`src/rtl/cpu_pkg.sv`:
```
// Shared definitions for the 24-bit CPU and its boot-time instruction loader.
package cpu_pkg;

  localparam int INSTR_WIDTH  = 24;
  localparam int OPCODE_WIDTH = 4;
  localparam int FUNCT_WIDTH  = 4;

  typedef enum logic [2:0] {
    LEN_HI,
    LEN_LO,
    BYTE0,
    BYTE1,
    BYTE2,
    WRITE,
    DONE,
    ERROR
  } loader_state_t;

endpackage

```
`src/rtl/instr_loader.sv`:
```
// Boot loader: takes a length-prefixed byte stream, packs 24-bit words into
// instruction memory from address 0, then releases the CPU via CpuRun.
//
// state  | meaning
// LEN_HI | waiting for count[15:8]
// LEN_LO | waiting for count[7:0]; range-checks the full count
// BYTE0  | waiting for word[23:16]
// BYTE1  | waiting for word[15:8]
// BYTE2  | waiting for word[7:0]
// WRITE  | one-cycle memory write strobe
// DONE   | load complete, CPU running
// ERROR  | count exceeded memory depth, CPU held
module instr_loader
  import cpu_pkg::*;
#(
  parameter int ADDR_WIDTH = 8
) (
  input  logic                   Clock,
  input  logic                   Reset_n,
  input  logic [7:0]             RxData,
  input  logic                   RxValid,
  output logic                   RxReady,
  output logic                   ImemWrEn,
  output logic [ADDR_WIDTH-1:0]  ImemAddr,
  output logic [INSTR_WIDTH-1:0] ImemWrData,
  output logic                   CpuRun,
  output logic                   Busy,
  output logic                   Error
);

  localparam int unsigned DEPTH = 1 << ADDR_WIDTH;

  loader_state_t          state_q;
  logic [7:0]             len_hi_q;
  logic [16:0]            rem_q;
  logic [ADDR_WIDTH-1:0]  addr_q;
  logic [ADDR_WIDTH-1:0]  wr_addr_q;
  logic [15:0]            word_q;
  logic [INSTR_WIDTH-1:0] wr_data_q;

  logic        rx_fire;
  logic [15:0] len_full;

  assign rx_fire  = RxValid && RxReady;
  assign len_full = {len_hi_q, RxData};

  always_ff @(posedge Clock) begin
    if (!Reset_n) begin
      state_q   <= LEN_HI;
      len_hi_q  <= '0;
      rem_q     <= '0;
      addr_q    <= '0;
      wr_addr_q <= '0;
      word_q    <= '0;
      wr_data_q <= '0;
    end else begin
      case (state_q)
        LEN_HI: if (rx_fire) begin
          len_hi_q <= RxData;
          state_q  <= LEN_LO;
        end
        LEN_LO: if (rx_fire) begin
          rem_q <= {1'b0, len_full};
          if (len_full == 16'd0)                state_q <= DONE;
          else if ({16'd0, len_full} > DEPTH)   state_q <= ERROR;
          else                                  state_q <= BYTE0;
        end
        BYTE0: if (rx_fire) begin
          word_q[15:8] <= RxData;
          state_q      <= BYTE1;
        end
        BYTE1: if (rx_fire) begin
          word_q[7:0] <= RxData;
          state_q     <= BYTE2;
        end
        // Output registers load only here so they hold steady outside WRITE.
        BYTE2: if (rx_fire) begin
          wr_data_q <= {word_q, RxData};
          wr_addr_q <= addr_q;
          state_q   <= WRITE;
        end
        WRITE: begin
          addr_q  <= addr_q + {{(ADDR_WIDTH-1){1'b0}}, 1'b1};
          rem_q   <= rem_q - 17'd1;
          state_q <= (rem_q == 17'd1) ? DONE : BYTE0;
        end
        DONE:    state_q <= DONE;
        ERROR:   state_q <= ERROR;
        default: state_q <= LEN_HI;
      endcase
    end
  end

  assign RxReady    = (state_q == LEN_HI) || (state_q == LEN_LO) || (state_q == BYTE0) ||
                      (state_q == BYTE1)  || (state_q == BYTE2);
  assign ImemWrEn   = (state_q == WRITE);
  assign ImemAddr   = wr_addr_q;
  assign ImemWrData = wr_data_q;
  assign CpuRun     = (state_q == DONE);
  assign Error      = (state_q == ERROR);
  assign Busy       = (state_q != DONE) && (state_q != ERROR);

endmodule

```
`config.mk`:
```
export PLATFORM = sky130hd
export DESIGN_NAME = instr_loader
export DESIGN_NICKNAME = d
export VERILOG_FILES = /design/src/rtl/cpu_pkg.sv /design/src/rtl/instr_loader.sv
export SDC_FILE = /design/constraint.sdc
export NUM_CORES = 1
export LEC_CHECK = 0
export ABC_AREA = 1
export BUFFER_PORTS_ARGS = -buffer_cell sky130_fd_sc_hd__clkbuf_2
export CAP_MARGIN = 20
export CELL_PAD_IN_SITES_DETAIL_PLACEMENT = 1
export CELL_PAD_IN_SITES_GLOBAL_PLACEMENT = 1
export CORE_UTILIZATION = 46
export CTS_BUF_LIST = sky130_fd_sc_hd__clkbuf_4 sky130_fd_sc_hd__clkbuf_8
export CTS_CLUSTER_DIAMETER = 120
export DETAILED_ROUTE_END_ITERATION = 8
export GPL_TIMING_DRIVEN = 0
export PLACE_DENSITY_LB_ADDON = 0.1
export SYNTH_ARGS = -nofsm -noshare
export SYNTH_HDL_FRONTEND = slang
export SYNTH_SLANG_ARGS = --single-unit
```
`constraint.sdc`:
```
create_clock -name Clock -period 3.05 [get_ports Clock]
set_input_delay 0.305 -clock Clock [delete_from_list [all_inputs] [get_ports Clock]]
set_output_delay 0.305 -clock Clock [all_outputs]
set_load 0.03 [all_outputs]
```
==> results of run 1 <==
==> Yosys cell counts, drive strengths merged <==
| master | count | area [µm²] |
|---|---|---|
| and3 | 1 | 6.26 |
| o22ai | 2 | 12.5 |
| o211ai | 1 | 7.51 |
| xor2 | 2 | 17.5 |
| dfxtp | 84 | 1680 |
| o21bai | 1 | 7.51 |
| o21ai | 68 | 340 |
| nand4 | 3 | 18.8 |
| buf | 16 | 131 |
| nor2 | 135 | 532 |
| nor3 | 5 | 52.6 |
| or2 | 1 | 6.26 |
| ha | 3 | 37.5 |
| a21oi | 49 | 245 |
| clkinv | 1 | 3.75 |
| nand2 | 93 | 372 |
| clkbuf | 8 | 30.0 |
| a211oi | 1 | 7.51 |
| nand3b | 1 | 7.51 |
| nand3 | 32 | 165 |
| o21a | 1 | 7.51 |
| inv | 44 | 168 |
==> area by class of cell <==
class / count / area share
Timing Repair Buffer: 47 / 0.0534
Tap cell: 105 / 0.0298
Buffer: 24 / 0.0367
Clock buffer: 11 / 0.0330
Clock inverter: 4 / 0.00767
Sequential cell: 84 / 0.382
Multi-Input combinational cell: 399 / 0.419
Inverter: 45 / 0.0389
==> metrics by stage <==
step | hold slack [ns] | cell area (µm²) | std cells | setup WS [ns]
final | 0.282 | 4400 | 719 | 0.988
after global placement | 0.448 | 4220 | 704 | 1.41
after detailed placement | 0.452 | 4220 | 704 | 1.36
after CTS | 0.260 | 4400 | 719 | 0.966
after floorplan | 0.430 | 3860 | 552 | 1.30
after global routing | 0.297 | 4400 | 719 | 0.878
==> sequential cells by signal, indices dropped and copies added (netlist names) <==
register / flops
ImemAddr: 8
rem_q: 17
addr_q: 8
state_q: 3
ImemWrData: 24
word_q: 16
len_hi_q: 8
==> worst min path at each step <==
stage,to,cells after the start,slack [ns],startpoint
after floorplan,ImemWrData[15]$_SDFFE_PN0P_,2,0.43,word_q[7]$_SDFFE_PN0P_
after global placement,word_q[7]$_SDFFE_PN0P_,2,0.45,word_q[7]$_SDFFE_PN0P_
after detailed placement,ImemWrData[15]$_SDFFE_PN0P_,2,0.45,word_q[7]$_SDFFE_PN0P_
after CTS,word_q[4]$_SDFFE_PN0P_,3,0.26,RxData[4]
after global routing,word_q[5]$_SDFFE_PN0P_,3,0.30,RxData[5]
final,word_q[4]$_SDFFE_PN0P_,3,0.28,RxData[4]
==> layer usage <==
layer	routed length, µm	vias to the layer above	GRT usage	part of all wire
li1	-	1896	-	-
met1	5430	1882	0.356	0.46
met2	5740	77	0.498	0.49
met3	422	23	0.0553	0.036
met4	217	0	0.0949	0.018
met5	0	-	0	0
==> worst max-delay path: cells and delay by family (launching register included) <==
kind | cells | cell delay [ns]
DFF | 1 | 0.50
buffers and inverters | 3 | 0.54
and+or+nand+nor | 2 | 0.33
==> power by group <==
part / internal, µW / leakage [µW] / switching [µW]
registers: 1150 / 0.000681 / 41.9
clock network: 330 / 0.0000898 / 428
logic: 132 / 0.00113 / 303
==> cells in the final DEF (no fill, tap or decap), types with 2 or more instances in the layout <==
cell type	count
clkbuf_8	10
clkbuf_1	8
ha_1	3
buf_6	5
buf_4	3
nor2_4	2
buf_1	2
clkbuf_2	47
nand2_4	3
a21oi_1	49
inv_6	2
nand4_1	3
o21ai_1	4
nand2_1	90
nor3_4	2
dfxtp_1	84
nand3_1	31
o21ai_0	64
buf_2	5
nor3_1	2
nor2_2	4
inv_2	4
xor2_1	2
inv_1	39
o22ai_1	2
nor2_1	129
==> kinds of logic (layout without fill, tap and decap cells) <==
group / Yosys count / count (layout) / share of synthesized area
AND/OR/NAND/NOR: 271 / 271 / 0.301
AO/OA/AOI/OAI: 123 / 123 / 0.163
flip-flops: 84 / 84 / 0.436
buffers and inverters: 69 / 131 / 0.0863
adder cells (fa/ha/maj): 3 / 3 / 0.00973
XOR/XNOR: 2 / 2 / 0.00454
==> metrics, run 1 <==
outcome=finished clean; clk buf depth=2; worst vdd ir=0.000239 V; Lkg Pwr=0.00190 µW; Post-Synthesis Cells=552; GRT Resource Usage Total=0.287; post-layout util=0.539; largest net degree at the start of global routing=15; post-synthesis sequential area ratio=0.436; 1st-iter DRT viols=176; Sink Count=84; hold buffers post-CTS=0; H-tree Lvls=3; core area=8180 µm²; total die area=8760 µm²; Vias=3878; Post-CTS Setup Bufs=0; Final Max Tran Viols=0; RR Endpoint=rem_q[10]$_SDFFE_PN0P_; antenna fix cells=0; initial antenna violation count=0; PostCTS Resize Cnt=0; vias in the first global route=3865; fin crit period=2.06 ns; Worst-Skew Late Latency=0.37 ns; Max Cap Viol=0; routability congestion estimate=0.870; final-report setup violation count=0; Initial Util=0.472; post-synthesis net count=566; syn avg cell area=6.99 µm²; FF-to-FF Start=rem_q[0]$_SDFFE_PN0P_; DRT antenna net count=0; placement row count=33; CP endpoint=ImemWrEn; Residual DRC=0; vias per cell=5.39; IO buf count=47; Worst setup SP type=register; CP Class=register to primary output; # fillers=1109; nets=624; Distinct cells, synth=35; PwrDens=541 nW/µm²; Setup crit start=state_q[0]$_SDFFE_PN0P_; chip width=93.6 µm; Cell Area, Synth=3860 µm²; Die H=93.6 µm; Min-Delay Path Class=primary input to register; Clock Skews=0.00891 ns; CTS clk-pin slew, worst paths=0.09 ns; Layout area overhead=14.1%; Total Power=2380 µW; YS warnings=0; fmax=485 MHz; Reg area=1680 µm²; HPWL Detailed=8.73 mm; critical path arrival=1.76 ns; fin crit share=0.676; Root Buffer=clkbuf_8; setup TNS=0 ns; RSZ-0062 raised after global routing=no; setup slack, reg-to-reg=1.35 ns; CP Data Required Time=2.74 ns; DR WL/cell=16.4 µm; Critical Path, Cell by Cell=nand2_4 > nor2_1 > buf_6 > buf_12 > clkbuf_2; first-pass GRT wire length=19.1 mm; final WL=11.8 mm; CP max-delay cell=dfxtp_1; #FFs+latches synth=84; headroom to the max-slew limit=0.593; FF-to-FF path depth=9; Num CTS Buffers=9; CP max FO=10; element type at the critical path end=primary output; area of the multi-input gates=1840 µm²; CTS tree=yes; I/O Pins=48; final hold violations=0; Slew @ Worst Pin=0.610 ns; GR Overflow Total=0; First-pass DRT Iterations=4; share of layout cells above drive strength 1=0.155; slowest stage delay, CP=0.50 ns
Power figures use the tool's default switching activity.
==> inputs of run 2 (changes only) <==
Settings changed: CORE_UTILIZATION 46 to 43.
Clock period 3.05 ns to 2.15 ns, I/O delays scaled along.
==> run 2 against run 1 <==
Worst setup slack got worse by 0.81 ns; global-route usage fell by 2.6 points; sequential cell count did not move; core utilization fell by 3.1 points; die area rose by 6.8%; critical path depth did not move; combinational power rose by 41%; design area rose by 0.63%; via count fell by 1.3%; clock skew rose by 0.0017 ns; clock-buffer cell count fell by 2.
==> metrics, run 2 (same netlist as run 1, synthesis figures left out) <==
outcome=finished clean; worst vdd ir=0.000317 V (+33%); I/O Pins=48 (unchanged); commonest non-fill, non-tap cells in the layout=nor2_1, nand2_1, dfxtp_1; WHS Path Cells=3 (unchanged); FF-to-FF path depth=9 (unchanged); routability congestion estimate=0.875 (+0.61%); share of layout cells above drive strength 1=0.156 (+0.00137); Residual DRC=0 (unchanged); CP Class=register to primary output; Lkg Pwr=0.00192 µW (+0.80%); Placed Area=4230 µm² (about the same); GRT Resource Usage Total=0.261 (-0.0262); CP Data Required Time=1.93 ns (-0.81 ns); CTS tree=yes; Worst-Skew Late Latency=0.36 ns (about the same); vias per cell=5.29 (-1.9%); setup TNS=0 ns (unchanged); HPWL Detailed=8.73 mm (about the same); H-tree Lvls=3 (unchanged); IO buf count=47 (unchanged); core area=8720 µm² (+6.7%); Die H=96.7 µm (+3.4%); largest net degree at the start of global routing=17 (+2); chip width=96.7 µm (+3.4%); Sink Count=84 (unchanged); max reg flops=24 (unchanged); fin crit period=1.97 ns; fin crit share=0.916; most common cell after layout, fill and taps aside=nor2_1; first-pass GRT wire length=19.4 mm (+1.7%); Max Cap Viol=0 (unchanged); 1st-iter DRT viols=195 (+11%); final WL=11.8 mm (-0.40%); element type at the critical path end=primary output; WHS=0.163 ns (-0.119 ns); antenna fix cells=0 (unchanged); # fillers=1182 (+6.6%); DRT antenna net count=0 (unchanged); Total Power=3490 µW (+47%); nets=624 (unchanged); First-pass DRT Iterations=4 (unchanged); Num CTS Buffers=9 (unchanged); Layout area overhead=14.9%; Initial Util=0.442 (-0.0295); initial antenna violation count=0 (unchanged); RSZ-0062 raised after global routing=no; final hold violations=0 (unchanged); Vias=3827 (-1.3%); clk buf depth=2 (unchanged); Root Buffer=clkbuf_8; headroom to the max-slew limit=0.606 (+0.0132); total die area=9350 µm² (+6.8%); Final Cell Area=4430 µm² (+0.63%); vias in the first global route=3967 (+2.6%); PwrDens=789 nW/µm² (+46%); CP max FO=10 (unchanged); critical path arrival=1.76 ns (about the same); CTS clk-pin slew, worst paths=0.09 ns (about the same); final-report setup violation count=0 (unchanged); fmax=508 MHz; Min-Delay Path Class=primary input to register; Final Max Tran Viols=0 (unchanged); Clock Skews=0.0106 ns (+0.00173 ns); Slew @ Worst Pin=0.591 ns (-0.0198 ns); placement row count=34 (+3.0%); hold buffers post-CTS=0 (unchanged); DR WL/cell=16.3 µm (-0.95%); Post-CTS Setup Bufs=0 (unchanged); PostCTS Resize Cnt=0 (unchanged); GR Overflow Total=0 (unchanged); Worst setup SP type=register
run 2: critical path, cell delays in order (launching register included):
cell      delay [ns]
dfxtp_1         0.50
nand2_4         0.12
nor2_1          0.23
buf_6           0.20
buf_12          0.14
clkbuf_2        0.21
run 2: layer usage:
metal / track usage / share of wire / up-vias
met2: 0.438 / 0.48 / 88
li1: - / - / 1893
met3: 0.0441 / 0.046 / 21
met1: 0.339 / 0.45 / 1825
met5: 0 / 0 / -
met4: 0.0918 / 0.021 / 0
run 2: metrics by stage:
step | utilization | setup WS (ns) | std cells
CTS | 0.508 | 0.191 | 723
floorplan | - | 0.402 | 552
global placement | 0.485 | 0.570 | 707
detailed placement | 0.485 | 0.536 | 707
finish | 0.508 | 0.180 | 723
global route | 0.508 | 0.0899 | 723
run 2: worst paths after layout:
kind	endpoint	start	slack [ns]
setup reg to reg	rem_q[10]$_SDFFE_PN0P_	rem_q[0]$_SDFFE_PN0P_	0.51
hold / removal	word_q[4]$_SDFFE_PN0P_	RxData[4]	0.16
hold reg to reg	ImemWrData[15]$_SDFFE_PN0P_	word_q[7]$_SDFFE_PN0P_	0.47
setup / recovery	ImemWrEn	state_q[0]$_SDFFE_PN0P_	0.18
run 2: final cells by class:
class / count / area (µm²) / share of cell area
clock inverters: 7 / 78.8 / 0.0178
repair buffers: 47 / 235 / 0.0531
multi-input cells: 399 / 1840 / 0.416
flip-flops and latches: 84 / 1680 / 0.380
clock buffers: 9 / 124 / 0.0280
well taps: 108 / 135 / 0.0305
inverters: 45 / 171 / 0.0387
plain buffers: 24 / 161 / 0.0364
run 2: report_power, final:
| group | internal (µW) | switching (µW) | leakage [µW] | total, µW |
|---|---|---|---|---|
| logic | 187 | 427 | 0.00113 | 614 |
| clock network | 554 | 643 | 0.000105 | 1200 |
| registers | 1620 | 57.7 | 0.000681 | 1680 |
| total | 2370 | 1130 | 0.00192 | 3490 |
